`config.mk`:
```
export PLATFORM = sky130hd
export DESIGN_NAME = if_prefetch_flat
export DESIGN_NICKNAME = d
export VERILOG_FILES = /design/src/rtl/if_prefetch_if.sv /design/src/rtl/if_prefetch.sv /design/src/flat_wrapper.sv
export SDC_FILE = /design/constraint.sdc
export NUM_CORES = 1
export LEC_CHECK = 0
export ABC_AREA = 1
export CAP_MARGIN = 10
export CORE_MARGIN = 2
export CORE_UTILIZATION = 50
export DETAILED_ROUTE_END_ITERATION = 10
export PLACE_DENSITY = 0.73
export SYNTH_ARGS = -nofsm -noshare
export SYNTH_HDL_FRONTEND = slang
export SYNTH_SLANG_ARGS = --single-unit
```
`constraint.sdc`:
```
create_clock -name clk -period 3.1 [get_ports clk]
set_input_delay 0.465 -clock clk [delete_from_list [all_inputs] [get_ports clk]]
set_output_delay 0.465 -clock clk [all_outputs]
set_load 0.02 [all_outputs]
```
`src/rtl/if_prefetch_if.sv`:
```
// Fetch-side bus of the prefetch front end: instruction-memory port, redirect
// request and the valid/ready instruction stream towards decode.
interface if_prefetch_if #(
    parameter int PC_WIDTH    = 12,
    parameter int INSTR_WIDTH = 12,
    parameter int DEPTH       = 4
);
    localparam int CNT_W = $clog2(DEPTH + 1);

    logic                   imem_en;
    logic [PC_WIDTH-1:0]    imem_addr;
    logic [INSTR_WIDTH-1:0] imem_rdata;
    logic                   redirect;
    logic [PC_WIDTH-1:0]    redirect_pc;
    logic                   out_valid;
    logic                   out_ready;
    logic [PC_WIDTH-1:0]    out_pc;
    logic [INSTR_WIDTH-1:0] out_instr;
    logic [CNT_W-1:0]       count;

    modport master (
        output imem_en, imem_addr,
        input  imem_rdata,
        input  redirect, redirect_pc,
        output out_valid, out_pc, out_instr, count,
        input  out_ready
    );

    modport slave (
        input  imem_en, imem_addr,
        output imem_rdata,
        output redirect, redirect_pc,
        input  out_valid, out_pc, out_instr, count,
        output out_ready
    );
endinterface

```
`src/rtl/if_prefetch.sv`:
```
// Instruction-fetch front end: owns the fetch PC, reads a 1-cycle-latency
// instruction memory and buffers words in a first-word-fall-through queue.
module if_prefetch #(
    parameter int                    PC_WIDTH    = 12,
    parameter int                    INSTR_WIDTH = 12,
    parameter int                    DEPTH       = 4,
    parameter logic [PC_WIDTH-1:0]   RESET_PC    = '0
) (
    input  logic          clk,
    input  logic          reset,
    if_prefetch_if.master bus
);
    localparam int PTR_W = $clog2(DEPTH);
    localparam int CNT_W = $clog2(DEPTH + 1);

    logic [PC_WIDTH-1:0]    fetch_pc;
    logic [PC_WIDTH-1:0]    req_pc_p1;
    logic                   vld_p1;
    logic [PTR_W-1:0]       wr_ptr;
    logic [PTR_W-1:0]       rd_ptr;
    logic [CNT_W-1:0]       count;
    logic [PC_WIDTH-1:0]    pc_mem    [DEPTH];
    logic [INSTR_WIDTH-1:0] instr_mem [DEPTH];

    logic [CNT_W:0]         occupancy;
    logic                   issue;
    logic                   push;
    logic                   pop;
    logic [PC_WIDTH-1:0]    addr;

    // An outstanding request already owns a slot, so issue never overruns the queue.
    assign occupancy = {1'b0, count} + (CNT_W + 1)'(vld_p1);
    assign issue     = reset & (bus.redirect | (occupancy < (CNT_W + 1)'(DEPTH)));
    assign addr      = bus.redirect ? bus.redirect_pc : fetch_pc;
    assign push      = vld_p1 & ~bus.redirect;
    assign pop       = bus.out_valid & bus.out_ready & ~bus.redirect;

    assign bus.imem_en   = issue;
    assign bus.imem_addr = addr;
    assign bus.out_valid = (count != '0);
    assign bus.out_pc    = bus.out_valid ? pc_mem[rd_ptr] : '0;
    assign bus.out_instr = bus.out_valid ? instr_mem[rd_ptr] : '0;
    assign bus.count     = count;

    // Stage p0 -> p1: request issue and queue control.
    always_ff @(posedge clk or negedge reset) begin
        if (!reset) begin
            fetch_pc <= RESET_PC;
            vld_p1   <= 1'b0;
            wr_ptr   <= '0;
            rd_ptr   <= '0;
            count    <= '0;
        end else begin
            vld_p1 <= issue;
            if (issue) begin
                fetch_pc <= addr + 1'b1;
            end
            if (bus.redirect) begin
                wr_ptr <= '0;
                rd_ptr <= '0;
                count  <= '0;
            end else begin
                if (push) begin
                    wr_ptr <= wr_ptr + 1'b1;
                end
                if (pop) begin
                    rd_ptr <= rd_ptr + 1'b1;
                end
                case ({push, pop})
                    2'b10:   count <= count + 1'b1;
                    2'b01:   count <= count - 1'b1;
                    default: count <= count;
                endcase
            end
        end
    end

    // Datapath: the request PC and queue storage carry no reset; vld_p1 and count qualify them.
    always_ff @(posedge clk) begin
        if (issue) begin
            req_pc_p1 <= addr;
        end
        if (push) begin
            pc_mem[wr_ptr]    <= req_pc_p1;
            instr_mem[wr_ptr] <= bus.imem_rdata;
        end
    end
endmodule

```
`src/flat_wrapper.sv`:
```
// flat-port wrapper written by rule: the top's interface ports become plain ports
module if_prefetch_flat 
#(
    parameter int                    PC_WIDTH    = 12,
    parameter int                    INSTR_WIDTH = 12,
    parameter int                    DEPTH       = 4,
    parameter logic [PC_WIDTH-1:0]   RESET_PC    = '0
)
  (clk, reset, bus_imem_en, bus_imem_addr, bus_imem_rdata, bus_redirect, bus_redirect_pc, bus_out_valid, bus_out_pc, bus_out_instr, bus_count, bus_out_ready);
  if_prefetch_if #(.PC_WIDTH(PC_WIDTH), .INSTR_WIDTH(INSTR_WIDTH), .DEPTH(DEPTH)) bus_i ();
  input  logic clk;
  input  logic reset;
  output wire logic [$bits(bus_i.imem_en)-1:0] bus_imem_en;
  output wire logic [$bits(bus_i.imem_addr)-1:0] bus_imem_addr;
  input wire logic [$bits(bus_i.imem_rdata)-1:0] bus_imem_rdata;
  input wire logic [$bits(bus_i.redirect)-1:0] bus_redirect;
  input wire logic [$bits(bus_i.redirect_pc)-1:0] bus_redirect_pc;
  output wire logic [$bits(bus_i.out_valid)-1:0] bus_out_valid;
  output wire logic [$bits(bus_i.out_pc)-1:0] bus_out_pc;
  output wire logic [$bits(bus_i.out_instr)-1:0] bus_out_instr;
  output wire logic [$bits(bus_i.count)-1:0] bus_count;
  input wire logic [$bits(bus_i.out_ready)-1:0] bus_out_ready;
  assign bus_imem_en = bus_i.imem_en;
  assign bus_imem_addr = bus_i.imem_addr;
  assign bus_i.imem_rdata = bus_imem_rdata;
  assign bus_i.redirect = bus_redirect;
  assign bus_i.redirect_pc = bus_redirect_pc;
  assign bus_out_valid = bus_i.out_valid;
  assign bus_out_pc = bus_i.out_pc;
  assign bus_out_instr = bus_i.out_instr;
  assign bus_count = bus_i.count;
  assign bus_i.out_ready = bus_out_ready;
  if_prefetch #(.PC_WIDTH(PC_WIDTH), .INSTR_WIDTH(INSTR_WIDTH), .DEPTH(DEPTH), .RESET_PC(RESET_PC)) u_core (.clk(clk), .reset(reset), .bus(bus_i));
endmodule
```
==> impl_metrics.env, run 1 <==
export IMPL_layout_common_cells="edfxtp_1 (108), nor2_1 (102), clkdlybuf4s50_1 (68)"
export IMPL_post_dp_cell_area_mm2=0.00631
export IMPL_yosys_warnings=0
export IMPL_dieArea_mm2=0.0118
export IMPL_relSlewSlack=0.717
export IMPL_multi_input_area_mm2=0.00151
export IMPL_synthToLayoutAreaGrowth_pct=27.0
export IMPL_ys_flop_type="edfxtp_1"
export IMPL_clock_skew_ns=0.00698
export IMPL_ff_latch_area_mm2=0.00374
export IMPL_period_share=0.939
export IMPL_ioPinCount=69
export IMPL_cts_buffers=17
export IMPL_slew_viol_final=0
export IMPL_rsz0062_at_grt="no"
export IMPL_cp_max_fo=29
export IMPL_fp_dieW_um=109
export IMPL_fin_ws_ns=0.188
export IMPL_final_cell_area_mm2=0.00696
export IMPL_dp_hpwl_um=6840
export IMPL_synth_cell_types=31
export IMPL_maxCapViolCount=0
export IMPL_p_comb_frac=0.294
export IMPL_synth_edf_count=108
export IMPL_fin_cells=724
export IMPL_drtPass1Iterations=6
export IMPL_tns_ns=0
export IMPL_peakVddDrop_uv=531
export IMPL_routedWlPerCell_um=15.8
export IMPL_crit_chain="inv_2 > buf_4 > o21ai_0 > a21oi_1 > clkdlybuf4s50_1"
export IMPL_power_frac_clock=0.341
export IMPL_p_int_mw=4.04
export IMPL_core_area_mm2=0.0107
export IMPL_netlist_area_mm2=0.00548
export IMPL_dr_total_vias=3706
export IMPL_clockRootBuffer="clkbuf_8"
export IMPL_gp_congestion=0.814
export IMPL_io_buffers=68
export IMPL_hold_class="primary input to async pin"
export IMPL_start_util=0.510
export IMPL_postCtsHoldBufs=0
export IMPL_fp_dieH_um=109
export IMPL_clkTransAtPathRegs_ns=0.06
export IMPL_p_per_area_mw_per_mm2=845
export IMPL_r2r_start="u_core.bus.count[1]"
export IMPL_seq_power_share=0.365
export IMPL_r2r_end="u_core.bus.count[2]"
export IMPL_path_class="flip-flop to primary output"
export IMPL_finalWirelength_um=11400
export IMPL_seq_area_frac_synth=0.684
export IMPL_switching_power_mw=1.84
export IMPL_end_kind="primary output"
export IMPL_cts_max_path_buffers=2
export IMPL_cts_tree="built"
export IMPL_syn_nets=527
export IMPL_switching_share=0.313
export IMPL_timing_fmax_mhz=343
export IMPL_crit_path_top_delay_cell="clkdlybuf4s50_1"
export IMPL_finalSetupViolCount=0
export IMPL_vias_per_cell=5.12
export IMPL_hold_viol_final=0
export IMPL_n_antenna_cell=0
export IMPL_antenna_found_initial=0
export IMPL_grt_pass1_wl_um=17900
export IMPL_grt_max_degree=50
export IMPL_min_period_ns=2.91
export IMPL_fillerInstances=828
export IMPL_cp_data_required_time_ns=2.63
export IMPL_layout_drive_gt1_share=0.139
export IMPL_r2r_slack_ns=1.07
export IMPL_syn_area_per_cell_um2=11.1
export IMPL_preCtsSetupSlack_ns=0.360
export IMPL_ant_nets=0
export IMPL_drt_iter0_markers=178
export IMPL_grt_overflow=0
export IMPL_h_tree_depth=4
export IMPL_rr_worst_depth=8
export IMPL_cpPeakStageDelay_ns=0.64
export IMPL_clock_sinks=128
export IMPL_synth_seq_cells=128
export IMPL_total_leakage_power_nw=2.61
export IMPL_placedCellCount=690
export IMPL_clk_latency_ns=0.51
export IMPL_fin_nets=606
export IMPL_arrival_ns=2.45
export IMPL_grt_pass1_vias=3659
export IMPL_grt_usage=0.206
export IMPL_synthCells=493
export IMPL_std_cell_rows=38
export IMPL_critPathLaunchType="flip-flop"
export IMPL_drc=0
export IMPL_async_reset_ff_frac=0.156
export IMPL_mostFrequentLayoutCell="edfxtp_1"
export IMPL_outcome="complete, no violations"
export IMPL_tightestPinTransition_ns=0.425
[sequential cells by signal, indices dropped and copies added, names as in the netlist]
signal	count
u_core.vld_p1	1
u_core.rd_ptr	2
u_core.instr_mem	48
u_core.bus.count	3
u_core.fetch_pc	12
u_core.wr_ptr	2
u_core.req_pc_p1	12
u_core.pc_mem	48
[synthesized netlist by cell type, types with 2 or more instances]
master / count / area share
a21oi_1: 27 / 0.025
buf_1: 2 / 0.0014
buf_2: 9 / 0.0082
buf_6: 3 / 0.0062
clkbuf_1: 8 / 0.0055
dfrtp_1: 20 / 0.091
edfxtp_1: 108 / 0.59
ha_1: 5 / 0.011
inv_1: 24 / 0.016
inv_2: 3 / 0.0021
nand2_1: 63 / 0.043
nand2_2: 14 / 0.016
nand2_4: 2 / 0.0041
nand3_1: 15 / 0.014
nand4_1: 3 / 0.0034
nor2_1: 106 / 0.073
nor2_2: 4 / 0.0046
nor2_4: 2 / 0.0041
o21ai_0: 56 / 0.051
o21ai_1: 6 / 0.0055
o21ai_2: 2 / 0.0032
xnor2_1: 2 / 0.0032
[layout make-up]
cell class	count	share of cell area
sequential	128	0.538
tap	140	0.0252
inverter	29	0.0178
clock inverter	13	0.0272
clock buffer	18	0.0601
timing repair inverter	1	0.00108
multi-input combinational	313	0.217
timing repair buffer	82	0.114
[what timing repair did]
item,CTS,global route
gates resized for setup,0,5
buffers inserted,0,2
setup endpoints to repair,0,24
[power groups by stage]
stage                     Sequential, mW  Clock (mW)  Combinational [mW]
after floorplan                     2.16           0               0.962
after global placement              2.16           0                1.63
after detailed placement            2.18           0                1.66
after CTS                           2.14        2.04                1.67
after global routing                2.16        2.10                1.88
final                               2.15        2.00                1.73
[per-layer routing]
metal / share of wire / vias to the layer above / GRT usage
met1: 0.42 / 1734 / 0.264
met4: 0.0070 / 0 / 0.0586
met2: 0.51 / 130 / 0.349
met3: 0.067 / 10 / 0.0550
li1: - / 1832 / -
met5: 0 / - / 0
[cells by family after synthesis]
| family | count (synthesis) | synth area share |
|---|---|---|
| flops | 128 | 0.684 |
| simple gates | 210 | 0.163 |
| compound gates | 94 | 0.0900 |
| fa+ha+maj | 6 | 0.0151 |
| xor+xnor | 3 | 0.00480 |
| buf+inv | 52 | 0.0434 |
[worst max-delay path: cells and delay by family (launching register included)]
kind                   cells  cell delay, ns
AO/OA/AOI/OAI              2            0.32
buffers and inverters      3            1.23
flip-flops                 1            0.40
[metrics by stage]
stage	hold WS (ns)	total power [mW]	util
after global placement	0.459	3.80	0.587
final	0.323	5.88	0.647
after global routing	0.355	6.14	0.647
after floorplan	0.169	3.13	-
after CTS	0.318	5.85	0.644
after detailed placement	0.480	3.84	0.587
[worst max-delay path by stage]
stage	cells past startpoint	start	slack [ns]	endpoint
2_1_floorplan	5	bus_redirect	0.77	u_core.instr_mem[0][0]
3_3_place_gp	5	bus_redirect	0.38	bus_imem_addr[6]
3_5_place_dp	5	bus_redirect	0.36	bus_imem_addr[3]
4_1_cts	5	u_core.bus.count[0]	0.04	bus_out_pc[9]
5_1_grt	5	u_core.rd_ptr[0]	0.008	bus_out_instr[6]
6_report	5	u_core.rd_ptr[0]	0.19	bus_out_instr[6]
(Power assumes the default switching activity.)
==> run 2, diff against run 1 <==
==> constraint.sdc (replaced) <==
create_clock -name clk -period 3.25 [get_ports clk]
set_input_delay 0.4875 -clock clk [delete_from_list [all_inputs] [get_ports clk]]
set_output_delay 0.4875 -clock clk [all_outputs]
set_load 0.02 [all_outputs]
==> impl_metrics.env, run 2 (synthesized netlist as in run 1, its figures left out) <==
export IMPL_outcome="complete, no violations"
export IMPL_gp_congestion=0.803
export IMPL_p_comb_frac=0.298
export IMPL_dp_hpwl_um=6900
export IMPL_wl_met3_um=754
export IMPL_total_power_mw=5.48
export IMPL_cp_data_required_time_ns=2.76
export IMPL_fin_nets=605
export IMPL_vias_per_cell=5.16
export IMPL_synthToLayoutAreaGrowth_pct=26.1
export IMPL_drt_met1_wl_um=5050
export IMPL_switching_power_mw=1.84
export IMPL_total_leakage_power_nw=2.59
export IMPL_highest_layer="met4"
export IMPL_power_frac_clock=0.325
export IMPL_path_class="flip-flop to primary output"
export IMPL_io_buffers=68
export IMPL_finalWirelength_um=11700
export IMPL_arrival_ns=2.56
export IMPL_core_area_mm2=0.0107
export IMPL_antenna_found_initial=0
export IMPL_crit_path_top_delay_cell="clkdlybuf4s50_1"
export IMPL_postCtsHoldBufs=0
export IMPL_wl_met2_um=5840
export IMPL_h_tree_depth=4
export IMPL_clkTransAtPathRegs_ns=0.06
export IMPL_clk_latency_ns=0.52
export IMPL_grt_max_degree=38
export IMPL_reg_largest_list="u_core.instr_mem: 48 flops, u_core.pc_mem: 48 flops"
export IMPL_start_util=0.510
export IMPL_ioPinCount=69
export IMPL_hold_viol_final=0
export IMPL_routedWlPerCell_um=16.1
export IMPL_end_kind="primary output"
export IMPL_fillerInstances=815
export IMPL_r2r_slack_ns=1.14
export IMPL_clockRootBuffer="clkbuf_8"
export IMPL_critPathLaunchType="flip-flop"
export IMPL_ff_latch_area_mm2=0.00374
export IMPL_cts_max_path_buffers=2
export IMPL_ant_nets=0
export IMPL_timing_fmax_mhz=328
export IMPL_hold_class="primary input to async pin"
export IMPL_layout_drive_gt1_share=0.139
export IMPL_tightestPinTransition_ns=0.456
export IMPL_std_cell_rows=38
export IMPL_multi_input_area_mm2=0.00151
export IMPL_clock_skew_ns=0.0137
export IMPL_grt_usage=0.214
export IMPL_maxCapViolCount=0
export IMPL_p_int_mw=3.63
export IMPL_grt_overflow=0
export IMPL_seq_power_share=0.376
export IMPL_period_share=0.939
export IMPL_fp_dieH_um=109
export IMPL_grt_pass1_vias=3815
export IMPL_layout_common_cells="edfxtp_1 (108), nor2_1 (102), clkdlybuf4s50_1 (68)"
export IMPL_slew_viol_final=0
export IMPL_tns_ns=0
export IMPL_drt_iter0_markers=220
export IMPL_mostFrequentLayoutCell="edfxtp_1"
export IMPL_drc=0
export IMPL_p_per_area_mw_per_mm2=793
export IMPL_critPathTopFamily="buffers and inverters"
export IMPL_switching_share=0.337
export IMPL_crit_chain="inv_1 > nand3_2 > clkinvlp_4 > a21oi_1 > clkdlybuf4s50_1"
export IMPL_n_antenna_cell=0
export IMPL_cpPeakStageDelay_ns=0.66
export IMPL_finalSetupViolCount=0
export IMPL_path_buf_inv=3
export IMPL_relSlewSlack=0.696
export IMPL_cp_max_fo=12
export IMPL_cts_buffers=17
export IMPL_rsz0062_at_grt="no"
export IMPL_drtPass1Iterations=4
export IMPL_peakVddDrop_uv=616
export IMPL_dieArea_mm2=0.0118
export IMPL_clock_sinks=128
export IMPL_fp_dieW_um=109
export IMPL_grt_pass1_wl_um=18700
export IMPL_dr_total_vias=3734
export IMPL_min_period_ns=3.05
export IMPL_cts_tree="built"
-- run 2: cell types whose count changed in the layout (fill, tap and decap cells not counted), moves of 2 or more --
cell	delta
bufinv_16	-3
clkinv_1	+2
clkinv_2	-2
clkinvlp_4	-2
inv_6	+5
-- run 2: path summary, 6_finish.rpt --
check | cells past startpoint | from | end
hold / removal | 2 | reset | u_core.fetch_pc[4]
max in group asynchronous | 2 | reset | u_core.rd_ptr[0]
hold reg to reg | 2 | u_core.fetch_pc[1] | u_core.fetch_pc[1]
setup / recovery | 5 | u_core.bus.count[0] | bus_out_pc[6]
min in group clk | 2 | u_core.fetch_pc[1] | u_core.fetch_pc[1]
setup reg to reg | 8 | u_core.bus.count[0] | u_core.bus.count[2]
-- run 2: metal layers --
metal,up-vias,GRT usage
met4,0,0.0788
li1,1837,-
met2,142,0.358
met5,-,0
met1,1751,0.270
met3,4,0.0544
-- run 2: layout make-up --
type                    instances  area share
clock buffers                  17      0.0600
clock inverters                15      0.0216
inverters                      29      0.0178
multi-input cells             313       0.219
flip-flops and latches        128       0.542
well taps                     140      0.0254
repair buffers                 81       0.113
repair inverters                1     0.00109
-- run 2: power by group through the flow --
stage | clock, mW | sequential, mW | combinational, mW
finish | 1.78 | 2.06 | 1.63
global route | 1.88 | 2.08 | 1.78
CTS | 1.81 | 2.06 | 1.65
detailed placement | 0 | 2.09 | 1.59
global placement | 0 | 2.08 | 1.56
floorplan | 0 | 2.06 | 0.918
-- run 2: through the flow --
step | hold WS (ns) | setup slack, ns | utilization | instance area (um^2) | instances
after CTS | 0.337 | 0.0478 | 0.642 | 6900 | 724
after global placement | 0.459 | 0.471 | 0.587 | 6310 | 690
after global routing | 0.359 | 0.0709 | 0.643 | 6900 | 724
after detailed placement | 0.463 | 0.433 | 0.587 | 6310 | 690
final | 0.342 | 0.198 | 0.643 | 6900 | 724
after floorplan | 0.192 | 0.893 | - | 5480 | 493
-- run 2: what timing repair did --
item / 4_1_cts / 5_1_grt
gates cloned: 1 / 0
endpoints found under the setup margin: 10 / 16
buffers inserted: 1 / 0
gates resized for setup: 4 / 3
==> run 3, diff against run 2 <==
--- a/config.mk
+++ b/config.mk
@@ -9,6 +9,7 @@
 export CAP_MARGIN = 10
 export CORE_MARGIN = 2
 export CORE_UTILIZATION = 50
+export CTS_BUF_LIST = sky130_fd_sc_hd__clkbuf_4
 export DETAILED_ROUTE_END_ITERATION = 10
 export PLACE_DENSITY = 0.73
 export SYNTH_ARGS = -nofsm -noshare
==> impl_metrics.env, run 3 (synthesized netlist as in run 1, its figures left out) <==
export IMPL_power_frac_clock=0.220
export IMPL_total_power_mw=4.76
export IMPL_preCtsSetupSlack_ns=0.433
export IMPL_finalWirelength_um=11500
export IMPL_end_kind="primary output"
export IMPL_critPathLaunchType="flip-flop"
export IMPL_dp_hpwl_um=6900
export IMPL_highest_layer="met4"
export IMPL_mostFrequentLayoutCell="edfxtp_1"
export IMPL_post_dp_cell_area_mm2=0.00631
export IMPL_tightestPinTransition_ns=0.434
export IMPL_min_period_ns=2.99
export IMPL_cp_data_required_time_ns=2.76
export IMPL_maxCapViolCount=0
export IMPL_cp_max_fo=23
export IMPL_ant_nets=0
export IMPL_std_cell_rows=38
export IMPL_arrival_ns=2.50
export IMPL_slew_viol_final=0
export IMPL_tns_ns=0
export IMPL_switching_power_mw=1.74
export IMPL_synthToLayoutAreaGrowth_pct=21.1
export IMPL_fp_dieW_um=109
export IMPL_fin_cells=726
export IMPL_placedCellCount=690
export IMPL_grt_pass1_vias=3789
export IMPL_total_leakage_power_nw=2.47
export IMPL_drt_iter0_markers=224
export IMPL_ioPinCount=69
export IMPL_antenna_found_initial=0
export IMPL_clk_latency_ns=0.51
export IMPL_fin_ws_ns=0.258
export IMPL_routedWlPerCell_um=15.9
export IMPL_reg_largest_list="u_core.instr_mem: 48 flops, u_core.pc_mem: 48 flops"
export IMPL_layout_drive_gt1_share=0.142
export IMPL_grt_max_degree=38
export IMPL_vias_per_cell=5.18
export IMPL_gp_congestion=0.803
export IMPL_drtPass1Iterations=4
export IMPL_grt_overflow=0
export IMPL_finalSetupViolCount=0
export IMPL_cts_tree="built"
export IMPL_grt_pass1_wl_um=18300
export IMPL_drt_met1_wl_um=4970
export IMPL_outcome="complete, no violations"
export IMPL_fin_nets=607
export IMPL_core_area_mm2=0.0107
export IMPL_hold_slack_ns=0.332
export IMPL_n_antenna_cell=0
export IMPL_grt_usage=0.208
export IMPL_timing_fmax_mhz=334
export IMPL_crit_path_top_delay_cell="clkdlybuf4s50_1"
export IMPL_clockRootBuffer="clkbuf_4"
export IMPL_wl_met3_um=786
export IMPL_dr_total_vias=3761
export IMPL_layout_common_cells="edfxtp_1 (108), nor2_1 (102), clkdlybuf4s50_1 (68)"
export IMPL_cts_buffers=17
export IMPL_drc=0
export IMPL_path_class="flip-flop to primary output"
export IMPL_clkTransAtPathRegs_ns=0.12
export IMPL_hold_class="primary input to async pin"
export IMPL_io_buffers=68
export IMPL_dieArea_mm2=0.0118
export IMPL_peakVddDrop_uv=411
export IMPL_wl_met2_um=5690
export IMPL_cpPeakStageDelay_ns=0.63
export IMPL_period_share=0.921
export IMPL_fp_dieH_um=109
export IMPL_relSlewSlack=0.711
export IMPL_hold_viol_final=0
export IMPL_p_per_area_mw_per_mm2=717
export IMPL_seq_power_share=0.432
export IMPL_start_util=0.510
export IMPL_final_cell_area_mm2=0.00663
export IMPL_switching_share=0.366
export IMPL_clock_sinks=128
export IMPL_p_comb_frac=0.348
export IMPL_crit_chain="clkinv_2 > buf_4 > o21ai_0 > a21oi_1 > clkdlybuf4s50_1"
export IMPL_h_tree_depth=4
export IMPL_fin_util=0.617
export IMPL_rsz0062_at_grt="no"
export IMPL_postCtsHoldBufs=0
export IMPL_cts_max_path_buffers=2
export IMPL_clock_skew_ns=0.0142
export IMPL_p_int_mw=3.02
## run 3: path summary, 6_finish.rpt
| check | start | endpoint | slack (ns) | depth (start not counted) |
|---|---|---|---|---|
| max in group asynchronous | reset | u_core.rd_ptr[0] | 2.66 | 2 |
| max | u_core.rd_ptr[0] | bus_out_instr[6] | 0.26 | 5 |
| max reg2reg | u_core.bus.count[0] | u_core.bus.count[2] | 1.17 | 8 |
| min reg2reg | u_core.fetch_pc[1] | u_core.fetch_pc[1] | 0.49 | 2 |
| min in group clk | u_core.fetch_pc[1] | u_core.fetch_pc[1] | 0.49 | 2 |
| min | reset | u_core.fetch_pc[4] | 0.33 | 2 |
## run 3: routing by layer
layer,vias up,GRT usage
met3,12,0.0550
met1,1768,0.265
met5,-,0
li1,1841,-
met4,0,0.0678
met2,140,0.349
## run 3: power groups by stage
stage / clock [mW] / sequential (mW) / combinational, mW
6_report: 1.05 / 2.05 / 1.65
3_5_place_dp: 0 / 2.09 / 1.59
3_3_place_gp: 0 / 2.08 / 1.56
2_1_floorplan: 0 / 2.06 / 0.918
4_1_cts: 1.07 / 2.05 / 1.67
5_1_grt: 1.13 / 2.07 / 1.80
## run 3: final cells by class
| class | count | area (um^2) |
|---|---|---|
| fillers | 867 | 4110 |
| repair buffers | 83 | 797 |
| multi-input cells | 313 | 1510 |
| flip-flops and latches | 128 | 3740 |
| clock buffers | 17 | 128 |
| inverters | 29 | 121 |
| well taps | 140 | 175 |
| clock inverters | 15 | 149 |
| repair inverters | 1 | 7.51 |
## run 3: timing repair
| action | CTS | global route |
|---|---|---|
| setup buffers | 3 | 0 |
| endpoints found under the setup margin | 20 | 22 |
| gates resized for setup | 3 | 3 |
| cloned | 1 | 0 |
## run 3: worst max-delay path: cells and delay by family, from the launching register on
kind	cells	cell delay, ns
buffers and inverters	3	1.15
DFF	1	0.53
AOI/OAI and AO/OA	2	0.31
